==> src/rtl/maze_pkg.sv <==
// maze_pkg: shared definitions for the maze cell server.
//   - Cell word layout (wall bit, collectible type field)
//   - Collectible type codes
//   - Maze geometry
//   - Respawn engine state encoding
//   - Helper that maps two random bits onto a collectible type
package maze_pkg;

  localparam int MAZE_SIZE     = 16;

  localparam int CELL_WALL_BIT = 0;
  localparam int CELL_TYPE_LSB = 1;
  localparam int CELL_TYPE_MSB = 3;

  localparam logic [2:0] TYPE_NONE = 3'b000;
  localparam logic [2:0] TYPE_A    = 3'b001;
  localparam logic [2:0] TYPE_B    = 3'b010;
  localparam logic [2:0] TYPE_C    = 3'b011;

  typedef enum logic [1:0] {
    R_IDLE,
    R_READ,
    R_CHECK,
    R_WRITE
  } respawn_state_e;

  // Two random bits pick the respawned collectible; 2'b11 folds back onto
  // TYPE_A, so TYPE_A appears twice as often as the other two.
  function automatic logic [2:0] cell_type_for(input logic [1:0] sel);
    case (sel)
      2'b00:   cell_type_for = TYPE_A;
      2'b01:   cell_type_for = TYPE_B;
      2'b10:   cell_type_for = TYPE_C;
      default: cell_type_for = TYPE_A;
    endcase
  endfunction

endpackage

==> src/rtl/respawn_lfsr.sv <==
// respawn_lfsr: 8-bit Fibonacci LFSR (x^8+x^6+x^5+x^4+1, period 255) that
// picks respawn candidate cells. Never reaches zero from a non-zero seed.
// Ports:
//   mvmt_clk  in   clock
//   reset     in   async active-high reset, loads SEED
//   advance   in   step the sequence by one on the next edge
//   value     out  current 8-bit LFSR state
module respawn_lfsr #(
  parameter logic [7:0] SEED = 8'hA5
) (
  input  logic       mvmt_clk,
  input  logic       reset,
  input  logic       advance,
  output logic [7:0] value
);

  logic feedback;

  assign feedback = value[7] ^ value[5] ^ value[4] ^ value[3];

  always_ff @(posedge mvmt_clk or posedge reset) begin
    if (reset) begin
      value <= SEED;
    end else if (advance) begin
      value <= {value[6:0], feedback};
    end
  end

endmodule

==> src/rtl/maze_cell_server.sv <==
// maze_cell_server: owner of the single port of the 256x9 maze BRAM.
// Serves player lookups and collectible-clear writes, counts collected
// items, and runs a background respawn engine that only uses port cycles
// the player does not need (no write, and the lookup address unchanged, so
// the registered read data is still valid).
// Ports:
//   mvmt_clk, reset          clock / async active-high reset
//   en                       game running; gates timer, FSM, LFSR, writes
//   rd_addr / rd_data        player lookup, rd_data two edges after rd_addr
//   wr_en/wr_addr/wr_data    player collectible-clear write
//   player_addr              player's cell, never chosen for respawn
//   respawn_en               allows new respawn attempts
//   mem_addr/mem_we/mem_din  BRAM port (combinational)
//   mem_dout                 BRAM read data, one cycle after mem_addr
//   collected_count          collectibles removed and not yet respawned
//   respawn_busy             respawn engine is mid-attempt
module maze_cell_server
  import maze_pkg::*;
#(
  parameter int         ADDR_W         = 8,
  parameter int         DATA_W         = 9,
  parameter int         RESPAWN_PERIOD = 1024,
  parameter int         MAX_TRIES      = 16,
  parameter logic [7:0] LFSR_SEED      = 8'hA5
) (
  input  logic              mvmt_clk,
  input  logic              reset,
  input  logic              en,
  input  logic [ADDR_W-1:0] rd_addr,
  output logic [DATA_W-1:0] rd_data,
  input  logic              wr_en,
  input  logic [ADDR_W-1:0] wr_addr,
  input  logic [DATA_W-1:0] wr_data,
  input  logic [ADDR_W-1:0] player_addr,
  input  logic              respawn_en,
  output logic [ADDR_W-1:0] mem_addr,
  output logic              mem_we,
  output logic [DATA_W-1:0] mem_din,
  input  logic [DATA_W-1:0] mem_dout,
  output logic [7:0]        collected_count,
  output logic              respawn_busy
);

  localparam int TIMER_W = (RESPAWN_PERIOD > 1) ? $clog2(RESPAWN_PERIOD) : 1;
  localparam int TRY_W   = $clog2(MAX_TRIES + 1);
  localparam logic [TIMER_W-1:0] TIMER_LAST = TIMER_W'(RESPAWN_PERIOD - 1);
  localparam logic [TRY_W-1:0]   TRY_LAST   = TRY_W'(MAX_TRIES - 1);

  respawn_state_e      state, state_next;
  logic [TIMER_W-1:0]  timer;
  logic [TRY_W-1:0]    tries;
  logic [ADDR_W-1:0]   rd_addr_q;
  logic                read_q;
  logic [7:0]          lfsr;
  logic                lfsr_adv;
  logic                player_wr;
  logic                grant;
  logic                trigger;
  logic                cand_free;
  logic                rsp_write;
  logic                port_is_read;

  respawn_lfsr #(
    .SEED (LFSR_SEED)
  ) u_lfsr (
    .mvmt_clk (mvmt_clk),
    .reset    (reset),
    .advance  (lfsr_adv),
    .value    (lfsr)
  );

  assign player_wr = wr_en && en;
  // A stable lookup address means rd_data already holds the right word, so
  // the engine can borrow this cycle without the player noticing.
  assign grant     = en && !wr_en && (rd_addr == rd_addr_q);
  assign trigger   = en && (timer == TIMER_LAST) && respawn_en &&
                     (collected_count != 8'd0) && (state == R_IDLE);
  assign cand_free = !mem_dout[CELL_WALL_BIT] &&
                     (mem_dout[CELL_TYPE_MSB:CELL_TYPE_LSB] == TYPE_NONE) &&
                     (ADDR_W'(lfsr) != player_addr);
  assign lfsr_adv  = rsp_write || (en && (state == R_CHECK) && !cand_free);
  assign respawn_busy = (state != R_IDLE);

  always_ff @(posedge mvmt_clk or posedge reset) begin
    if (reset) begin
      state <= R_IDLE;
    end else begin
      state <= state_next;
    end
  end

  // Everything holds while en is low; a failed check retries until the
  // candidate budget is spent.
  always_comb begin
    state_next = state;
    if (en) begin
      case (state)
        R_IDLE:  if (trigger) state_next = R_READ;
        R_READ:  if (grant) state_next = R_CHECK;
        R_CHECK: begin
          if (cand_free)             state_next = R_WRITE;
          else if (tries == TRY_LAST) state_next = R_IDLE;
          else                        state_next = R_READ;
        end
        R_WRITE: if (grant) state_next = R_IDLE;
        default: state_next = R_IDLE;
      endcase
    end
  end

  // Port mux: player write, then respawn access, then player read. The
  // port is forced idle during reset so an abandoned attempt never writes.
  always_comb begin
    mem_addr     = rd_addr;
    mem_we       = 1'b0;
    mem_din      = '0;
    rsp_write    = 1'b0;
    port_is_read = 1'b1;
    if (reset) begin
      mem_addr     = '0;
      port_is_read = 1'b0;
    end else if (player_wr) begin
      mem_addr     = wr_addr;
      mem_we       = 1'b1;
      mem_din      = wr_data;
      port_is_read = 1'b0;
    end else if (grant && (state == R_READ)) begin
      mem_addr     = ADDR_W'(lfsr);
      port_is_read = 1'b0;
    end else if (grant && (state == R_WRITE)) begin
      mem_addr     = ADDR_W'(lfsr);
      mem_we       = 1'b1;
      mem_din      = {{(DATA_W-4){1'b0}}, cell_type_for(lfsr[1:0]), 1'b0};
      rsp_write    = 1'b1;
      port_is_read = 1'b0;
    end
  end

  // rd_data only reloads from the BRAM after a genuine player-read cycle;
  // a write to the address being looked up is forwarded straight through.
  always_ff @(posedge mvmt_clk or posedge reset) begin
    if (reset) begin
      rd_data   <= '0;
      rd_addr_q <= '0;
      read_q    <= 1'b0;
    end else begin
      rd_addr_q <= rd_addr;
      read_q    <= port_is_read;
      if (player_wr && (wr_addr == rd_addr)) begin
        rd_data <= wr_data;
      end else if (read_q) begin
        rd_data <= mem_dout;
      end
    end
  end

  // Player clears count up (saturating), respawns count down; both in the
  // same cycle cancel out.
  always_ff @(posedge mvmt_clk or posedge reset) begin
    if (reset) begin
      collected_count <= 8'd0;
    end else begin
      case ({player_wr, rsp_write})
        2'b10: if (collected_count != 8'hFF) collected_count <= collected_count + 8'd1;
        2'b01: if (collected_count != 8'h00) collected_count <= collected_count - 8'd1;
        default: collected_count <= collected_count;
      endcase
    end
  end

  // Period timer and per-attempt candidate counter.
  always_ff @(posedge mvmt_clk or posedge reset) begin
    if (reset) begin
      timer <= '0;
      tries <= '0;
    end else if (en) begin
      timer <= (timer == TIMER_LAST) ? '0 : timer + TIMER_W'(1);
      if (trigger) begin
        tries <= '0;
      end else if ((state == R_CHECK) && !cand_free && (tries != TRY_LAST)) begin
        tries <= tries + TRY_W'(1);
      end
    end
  end

endmodule

==> config.mk <==
export PLATFORM = sky130hd
export DESIGN_NAME = maze_cell_server
export DESIGN_NICKNAME = d
export VERILOG_FILES = /design/src/rtl/maze_pkg.sv /design/src/rtl/respawn_lfsr.sv /design/src/rtl/maze_cell_server.sv
export SDC_FILE = /design/constraint.sdc
export NUM_CORES = 1
export LEC_CHECK = 0
export BUFFER_PORTS_ARGS = -buffer_cell sky130_fd_sc_hd__buf_2
export CORE_MARGIN = 2
export CORE_UTILIZATION = 55
export CTS_CLUSTER_SIZE = 30
export DETAILED_ROUTE_END_ITERATION = 12
export PLACE_DENSITY = 0.84
export SLEW_MARGIN = 20
export SYNTH_ARGS = -nofsm -noshare
export SYNTH_HDL_FRONTEND = slang
export SYNTH_SLANG_ARGS = --single-unit
export TNS_END_PERCENT = 20
==> constraint.sdc <==
create_clock -name mvmt_clk -period 4.96 [get_ports mvmt_clk]
set_input_delay 0.496 -clock mvmt_clk [delete_from_list [all_inputs] [get_ports mvmt_clk]]
set_output_delay 0.496 -clock mvmt_clk [all_outputs]
set_load 0.05 [all_outputs]
======== Word-level counts from Yosys, hierarchy flattened ========
Cells that the tools add are included.
word-level totals
  flip-flop bits (word level) ............. 51
  bits in latches ......................... 0
  bits in writable memories ............... 0
  bits in read-only memories .............. 0
  output and inout bits ................... 36
  logic and storage cells ................. 97
  memories ................................ 0
operators by class
  add/sub/neg operators ................... 4
  multiply operators ...................... 0
  div/mod/pow operators ................... 0
  order comparisons ....................... 0
  equal/unequal tests ..................... 19
  shift-type cells ........................ 0
  mux-type cells .......................... 33
  bitwise logic cells ..................... 3
  reduce and logical (&&, ||, !) cells .... 30
operator list
  operator                                             count
  two-way mux 8 bit                                    6
  two-way mux 9 bit                                    4
  equality test 8 bit                                  2
  logical AND 1 bit                                    16
  case mux 8 bit (2 select lines)                      1
  two-way mux 1 bit                                    11
  adder 10 x 1 -> 10 bit, second input constant        1
  equality test 10 bit, second input constant          1
  two-way mux 10 bit                                   1
  two-way mux 5 bit                                    2
  != test 2 bit, second input constant                 5
  adder 8 x 1 -> 8 bit, second input constant          1
  equality test 2 bit, second input constant           4
  two-way mux 2 bit                                    4
  != test 8 bit                                        1
  != test 8 bit, second input constant                 1
  case mux 2 bit (4 select lines)                      1
  nonzero test 2 bit                                   4
  nonzero test 8 bit                                   1
  subtractor 8 x 1 -> 8 bit, second input constant     1
  equality test 2 x 1 -> 1 bit, second input constant  3
  two-way mux 3 bit                                    2
  adder 5 x 1 -> 5 bit, second input constant          1
  equality test 5 x 4 -> 1 bit, second input constant  1
  10 further kinds                                     14

======== Depth between registers and ports, before layout ========
Gate-level depths: netlist of the first run.
  depth in word-level cells ............... 11
  mapped depth ............................ 10

======== Modules after synthesis ========
Synthesis of the first run repeated with hierarchy kept, for this count alone.
second synthesis, totals
  cells, all modules ...................... 303
  area total of the unflattened synthesis .. 3,006.6 um^2
by module, submodules not included
  module            times used  cells an instance  area an instance (um^2)  seq. area each (um^2)
  maze_cell_server  1           281                2,678.8                  1,076.0
  respawn_lfsr      1           22                 327.8                    205.2

======== Worst setup path before layout of the first run ========
No wires, ideal clock.
  path kind ............................... input port to output port
  start point ............................. input reset
  end point ............................... output mem_addr[0]
  arrival ................................. 3.418 ns
  data required time ...................... 4.464 ns
  slack ................................... 1.046 ns
  stages on the path ...................... 4
  path buffers ............................ 1
  cell sequence ........................... inv_1 clkbuf_1 o21ai_0 a31oi_1
on the way
  cells in the longest elaborated chain, start to end .. 1
RTL lines
  element             line                     RTL
  start: declaration  maze_cell_server.sv:27   input logic reset,
  two-way mux 8 bit   maze_cell_server.sv:119  if (reset) begin
  end: declaration    maze_cell_server.sv:36   output logic [ADDR_W-1:0] mem_addr,
Every way passes these cells.

======== Final worst setup path of the first run ========
  start point ............................. input en
  end point ............................... output mem_din[2]
on the way
  cells in the longest elaborated chain, start to end .. 7
  elaborated cells between the ends (all ways) .. 9
RTL lines
  element                         line                     RTL
  start: declaration              maze_cell_server.sv:28   input logic en,
  logical AND 1 bit (2 in a row)  maze_cell_server.sv:75   assign grant = en && !wr_en && (rd_addr == rd_addr_q);
  logical AND 1 bit               maze_cell_server.sv:130  end else if (grant && (state == R_WRITE)) begin
  two-way mux 3 bit               maze_cell_server.sv:130
  two-way mux 3 bit               maze_cell_server.sv:127  end else if (grant && (state == R_READ)) begin
  two-way mux 9 bit (*)           maze_cell_server.sv:122  end else if (player_wr) begin
  two-way mux 9 bit (*)           maze_cell_server.sv:119
  end: declaration                maze_cell_server.sv:38   output logic [DATA_W-1:0] mem_din,
Mark *: on every way between the ends. The rest lies on a longest branch, timed or not.

==> results of run 1 <==
==> worst max-delay path by stage <==
stage                                 startpoint                              to  slack, ns  cells past startpoint
after floorplan                            reset                     mem_addr[0]       1.05                      4
after global placement                        en  collected_count[6]$_DFFE_PP0P_       1.71                      9
after detailed placement                      en  collected_count[6]$_DFFE_PP0P_       1.64                      9
after CTS                 rd_addr_q[0]$_DFF_PP0_                     mem_addr[0]       1.92                      7
after global routing                          en  collected_count[6]$_DFFE_PP0P_       1.74                      9
final                                         en                      mem_din[2]       1.87                      6
==> sequential cells by signal, summed over array words and instances, names as in the netlist <==
| name | count |
|---|---|
| read_q | 1 |
| rd_data | 9 |
| timer | 10 |
| state | 2 |
| u_lfsr.value | 8 |
| tries | 5 |
| collected_count | 8 |
| rd_addr_q | 8 |
==> placed cells by master, fill, tap and decap left out <==
master,count
and3b_1,1
xnor2_1,26
a21o_1,1
mux2_2,11
clkbuf_1,1
dfrtp_1,47
buf_4,1
nand4_1,11
or3_1,4
nor3_1,4
nor2b_1,1
and3_1,16
a21oi_1,16
o2bb2ai_4,1
ha_1,5
xor2_1,17
nand3_1,7
a31oi_1,8
and2_1,1
a31o_2,2
dfstp_2,4
buf_2,82
nor2_1,23
nor4_1,5
or2_4,1
inv_2,1
o21ai_0,19
inv_1,4
or2_2,1
or4_4,1
mux2i_1,13
clkbuf_8,7
o21ba_1,1
nand2_1,28
or4_1,3
==> logic make-up (layout without fill, tap and decap cells) <==
| logic type | count (synthesis) | count (layout) | share of synthesized area, % |
|---|---|---|---|
| AND/OR/NAND/NOR | 107 | 107 | 18.81 |
| flip-flops | 51 | 51 | 44.48 |
| AO/OA/AOI/OAI | 48 | 48 | 9.992 |
| XOR/XNOR | 43 | 43 | 13.08 |
| multiplexers | 24 | 24 | 8.818 |
| buffers and inverters | 18 | 96 | 2.650 |
| adder cells (fa/ha/maj) | 5 | 5 | 2.172 |
==> stage by stage <==
stage               cell area (sq um)  cells  power [uW]  setup slack (ns)  util (%)
floorplan                        2880    296       855.6             1.046         -
global placement                 3328    436       941.3             1.707     65.58
detailed placement               3328    436       960.1             1.643     65.58
CTS                              3428    444        1220             1.915     67.55
global route                     3428    444        1278             1.741     67.55
finish                           3428    444        1213             1.874     67.55
==> routing by layer <==
| layer | up-vias | global-route usage, % | share of wire [%] |
|---|---|---|---|
| li1 | 1196 | - | - |
| met1 | 1166 | 28.49 | 42 |
| met2 | 102 | 39.29 | 49 |
| met3 | 16 | 5.450 | 6.5 |
| met4 | 0 | 10.36 | 2.5 |
| met5 | - | 0 | 0 |
==> layout make-up <==
cell class	count	area share (%)
clock buffers	8	2.920
flip-flops and latches	51	37.37
multi-input cells	227	44.42
repair buffers	83	12.19
inverters	5	0.5474
well taps	70	2.555
==> power groups by stage <==
stage                     sequential (uW)  combinational, uW  clock, uW
after global routing                  569                429        280
final                                 556                398        259
after global placement                556                385          0
after floorplan                       643                212          0
after CTS                             554                402        264
after detailed placement              561                399          0
==> results.toml, run 1 <==
[synthesis]
synth_edf_count = 0
postSynthCellCount = 296
ys_dominant_reg_cell = "dfrtp_1"
synth.most_common_cell = "dfrtp_1"
syn-num-nets = 348
ys_types = 34
synth-warning-count = 0
synth_top_area_share_pct = 40.83
synth_area_per_cell_sq_um = 9.731
synth_top_area_cell = "dfrtp_1"
ys_top_cells_by_count = "dfrtp_1 (47), nand2_1 (28), xnor2_1 (26)"
syn_area_sq_um = 2880
async_flop_share_pct = 100.0
synthTopCellsByArea = "dfrtp_1 (41%), xnor2_1 (7.9%), xor2_1 (5.2%)"
yosysSeqAreaShare_pct = 44.48
synth-seq-cells = 51

[routing]
vias = 2480
vias_per_cell = 5.586
wl_per_cell_microns = 14.73
ant_nets = 0
postRouteWirelength_microns = 6542
drc = 0
drt_iter0_drc = 121
dr.pass1.iters = 4

[sta]
min_period_over_period_pct = 62.22
drv_slew = 0
hold_viol = 0
fin_worst_skew_ns = 0.007993
holdWs_ns = 0.3570
period_needed_ns = 3.086
worst_pin_slew_ns = 1.019
tns_ns = 0
slew_headroom_pct = 31.44
rsz0062_at_grt = "no"
timing.fmax_ghz = 0.3240
final-setup-viol-count = 0

[critical_path]
r2r-start = "rd_addr_q[5]$_DFF_PP0_"
rr_endpoint = "collected_count[6]$_DFFE_PP0P_"
slowest_stage = "or4_1"
critPathKind = "primary input to primary output"
arrival_ns = 2.59
cpPeakStageDelay_ns = 0.69
crit_path_max_fanout = 20
path_buf_inv = 2
cp_top_family = "simple AND/OR/NAND/NOR gates"
end_kind = "primary output"
reg2reg_slack_ns = 2.15
cp_common_cell = "buf_2"
cp.required_ns = 4.46
crit_chain = "buf_2 > nand2_1 > nand3_1 > or4_1 > o21ai_0 > buf_2"
critPathLaunchType = "primary input"
worstRegToRegCells = 8

[floorplanning]
start_util_pct = 56.76
dieArea_sq_um = 5832
core_area_sq_um = 5075
fp.dieH_microns = 76.37
num_io_pins = 83
rows = 26
floorplan.die.width_microns = 76.37

[power_and_ir_drop]
power_density_nw_per_um2 = 353.9
p_leak_uw = 0.001698
p_int_uw = 742.0
sw_frac_of_total_pct = 38.84
clkPwrFrac_pct = 21.3
ir_drop_mv = 0.2650
seq_power_share_pct = 45.9
combPwrFrac_pct = 32.8
p_switching_uw = 471.2

[hold_path]
hold_class = "primary input to flip-flop"
hold_start = "rd_addr[4]"
holdPathStages = 1
min_to = "rd_addr_q[4]$_DFF_PP0_"

[placement]
place.gp.congestion = 0.8429
portBuffers = 82
dp_hpwl_microns = 4870

[global_route]
grt_pass1_vias = 2394
antenna_found_initial = 0
grt_util_all_layers_pct = 23.29
grt_max_degree = 67
gr-total-overflow = 0
grt_pass1_wl_microns = 10810

[final_layout]
multiInputGateArea_sq_um = 1523
syn_to_final_growth_pct = 19.03
drive_above_1_share_pct = 29.95
nNetsFinal = 425
antenna_cells = 0
fill_cells = 421
regArea_sq_um = 1281

[clocking]
clk_path_buf_depth = 2
hold_buffers = 0
cts_buffers = 5
cts_tree = "done"
cts.sinks = 51
htreeDepth = 2
clockRootBuffer = "clkbuf_8"
clkTransAtPathRegs_ns = 0.08
cts_resized = 0
insertion_delay_ns = 0.31
post_cts_buffers = 0

[run_status]
outcome = "finished, final reports clean"

[run]
cap_viol_max_count = 0
Power figures use the tool's default switching activity.
==> inputs of run 2 (changes only) <==
--- a/config.mk
+++ b/config.mk
@@ -7,10 +7,10 @@
 export LEC_CHECK = 0
 export BUFFER_PORTS_ARGS = -buffer_cell sky130_fd_sc_hd__buf_2
 export CORE_MARGIN = 2
-export CORE_UTILIZATION = 55
+export CORE_UTILIZATION = 52
 export CTS_CLUSTER_SIZE = 30
 export DETAILED_ROUTE_END_ITERATION = 12
-export PLACE_DENSITY = 0.84
+export PLACE_DENSITY = 0.8
 export SLEW_MARGIN = 20
 export SYNTH_ARGS = -nofsm -noshare
 export SYNTH_HDL_FRONTEND = slang
==> constraint.sdc (replaced) <==
create_clock -name mvmt_clk -period 3.2 [get_ports mvmt_clk]
set_input_delay 0.32 -clock mvmt_clk [delete_from_list [all_inputs] [get_ports mvmt_clk]]
set_output_delay 0.32 -clock mvmt_clk [all_outputs]
set_load 0.05 [all_outputs]
==> run 2 against run 1 <==
Effect of this change: first-iteration DRC count is 27% higher; sequential share of layout area is 0.54 points lower; cell count is 1.4% higher; cell area is 1.5% higher; clock skew is 0.00084 ns lower; sequential cell count stayed put; combinational power is 54% higher; via count is 2.2% higher; critical path type is now flip-flop to primary output; largest cell class unchanged; highest routed layer unchanged.
==> results.toml, run 2 (synthesis gave the netlist of run 1 again) <==
[sta]
hold_viol = 0
slew_headroom_pct = 45.64
final-setup-viol-count = 0
timing.fmax_ghz = 0.3599
tns_ns = 0
fin_ws_ns = 0.4215
rsz0062_at_grt = "no"
fin_worst_skew_ns = 0.007149
drv_slew = 0
worst_pin_slew_ns = 0.8080
min_period_over_period_pct = 86.83
period_needed_ns = 2.779

[floorplanning]
dieArea_sq_um = 6150
fp.dieH_microns = 78.43
core_area_sq_um = 5439
start_util_pct = 52.96
floorplan.die.width_microns = 78.43
rows = 27
num_io_pins = 83

[critical_path]
crit_path_max_fanout = 12
cp.required_ns = 2.88
critPathLaunchType = "flip-flop"
end_kind = "primary output"
critPathKind = "flip-flop to primary output"
arrival_ns = 2.46

[placement]
portBuffers = 82
dp_hpwl_microns = 4930
place.gp.congestion = 0.8320
dp_slack_ns = 0.5352

[routing]
dr.max_layer_used = "met4"
wl_met1_microns = 2791
drt_iter0_drc = 154
postRouteWirelength_microns = 6576
vias_per_cell = 5.631
ant_nets = 0
dr.pass1.iters = 4
wl_met3_microns = 419
dr_wl_met2_microns = 3297
wl_per_cell_microns = 14.61
vias = 2534
drc = 0

[final_layout]
largest_reg_flops = 10
drive_above_1_share_pct = 30.95
layout_common_cells = "buf_2 (82), dfrtp_1 (47), nand2_1 (28)"
syn_to_final_growth_pct = 20.76
nNetsFinal = 429
final_common_cell = "buf_2"
top_regs = "timer x10, rd_data x9"
antenna_cells = 0
top_register = "timer"

[clocking]
htreeDepth = 2
cts_resized = 0
clockRootBuffer = "clkbuf_8"
clk_path_buf_depth = 2
cts.sinks = 51
post_cts_buffers = 0
cts_buffers = 5
cts_tree = "done"
clkTransAtPathRegs_ns = 0.09
hold_buffers = 0
insertion_delay_ns = 0.30

[global_route]
grt_util_all_layers_pct = 22.04
grt_pass1_vias = 2347
grt_max_degree = 67
antenna_found_initial = 0
gr-total-overflow = 0
grt_pass1_wl_microns = 10790

[power_and_ir_drop]
power_density_nw_per_um2 = 556.9
ir_drop_mv = 0.2296
p_leak_uw = 0.001726

[run_status]
outcome = "finished, final reports clean"

[hold_path]
hold_class = "primary input to flip-flop"

[run]
cap_viol_max_count = 0
run 2: cell count changes in the layout (fill, tap and decap cells not counted), sizes merged:
cell	change
clkbuf	-2
buf	+4
bufinv	+1
clkinv	+1
run 2: report_power, final:
group          switching [uW]  total, uW  leakage (uW)  internal (uW)
sequential                122        863      0.000631            741
clock                     208        461     0.0000612            253
combinational             402        613       0.00103            212
run 2: worst paths after layout:
path                            cells after the start              startpoint  slack, ns                              to
worst min register to register                      1    timer[4]$_DFFE_PP0P_       0.48            timer[4]$_DFFE_PP0P_
worst max-delay path                                7  rd_addr_q[7]$_DFF_PP0_       0.42                     mem_addr[0]
worst min-delay path                                1              rd_addr[5]       0.18          rd_addr_q[5]$_DFF_PP0_
max in group asynchronous                           3                   reset       2.43            tries[4]$_DFFE_PP0P_
worst max register to register                      8  rd_addr_q[7]$_DFF_PP0_       0.57  collected_count[6]$_DFFE_PP0P_
min in group asynchronous                           3                   reset       0.28  collected_count[6]$_DFFE_PP0P_
run 2: through the flow:
step	hold WS [ns]	util, %	instances	area, sq um	total power [uW]
floorplan	0.3514	-	296	2882	1326
CTS	0.1783	63.95	450	3478	1947
detailed placement	0.4669	61.79	442	3361	1489
global placement	0.4571	61.79	442	3361	1462
finish	0.1786	63.95	450	3478	1937
global route	0.1763	63.95	450	3478	2037
run 2: area by class of cell:
cell class,count,area (sq um)
Clock buffer,6,82.58
Fill cell,444,1961
Sequential cell,51,1281
Multi-Input combinational cell,227,1523
Tap cell,72,90.09
Inverter,5,18.77
Clock inverter,2,35.03
Timing Repair Buffer,87,447.9
run 2: worst max-delay path, stage by stage (launching register included):
cell and delay, ns:
dfrtp_1 0.39, xnor2_1 0.15, nand3_1 0.15, or3_1 0.54, inv_1 0.33, nand2_1 0.10, a31oi_1 0.20, buf_2 0.29
run 2: metal layers:
metal	GRT usage, %	vias to the layer above
met4	5.965	0
met2	39.48	109
li1	-	1198
met1	27.46	1220
met3	3.793	7
met5	0	-
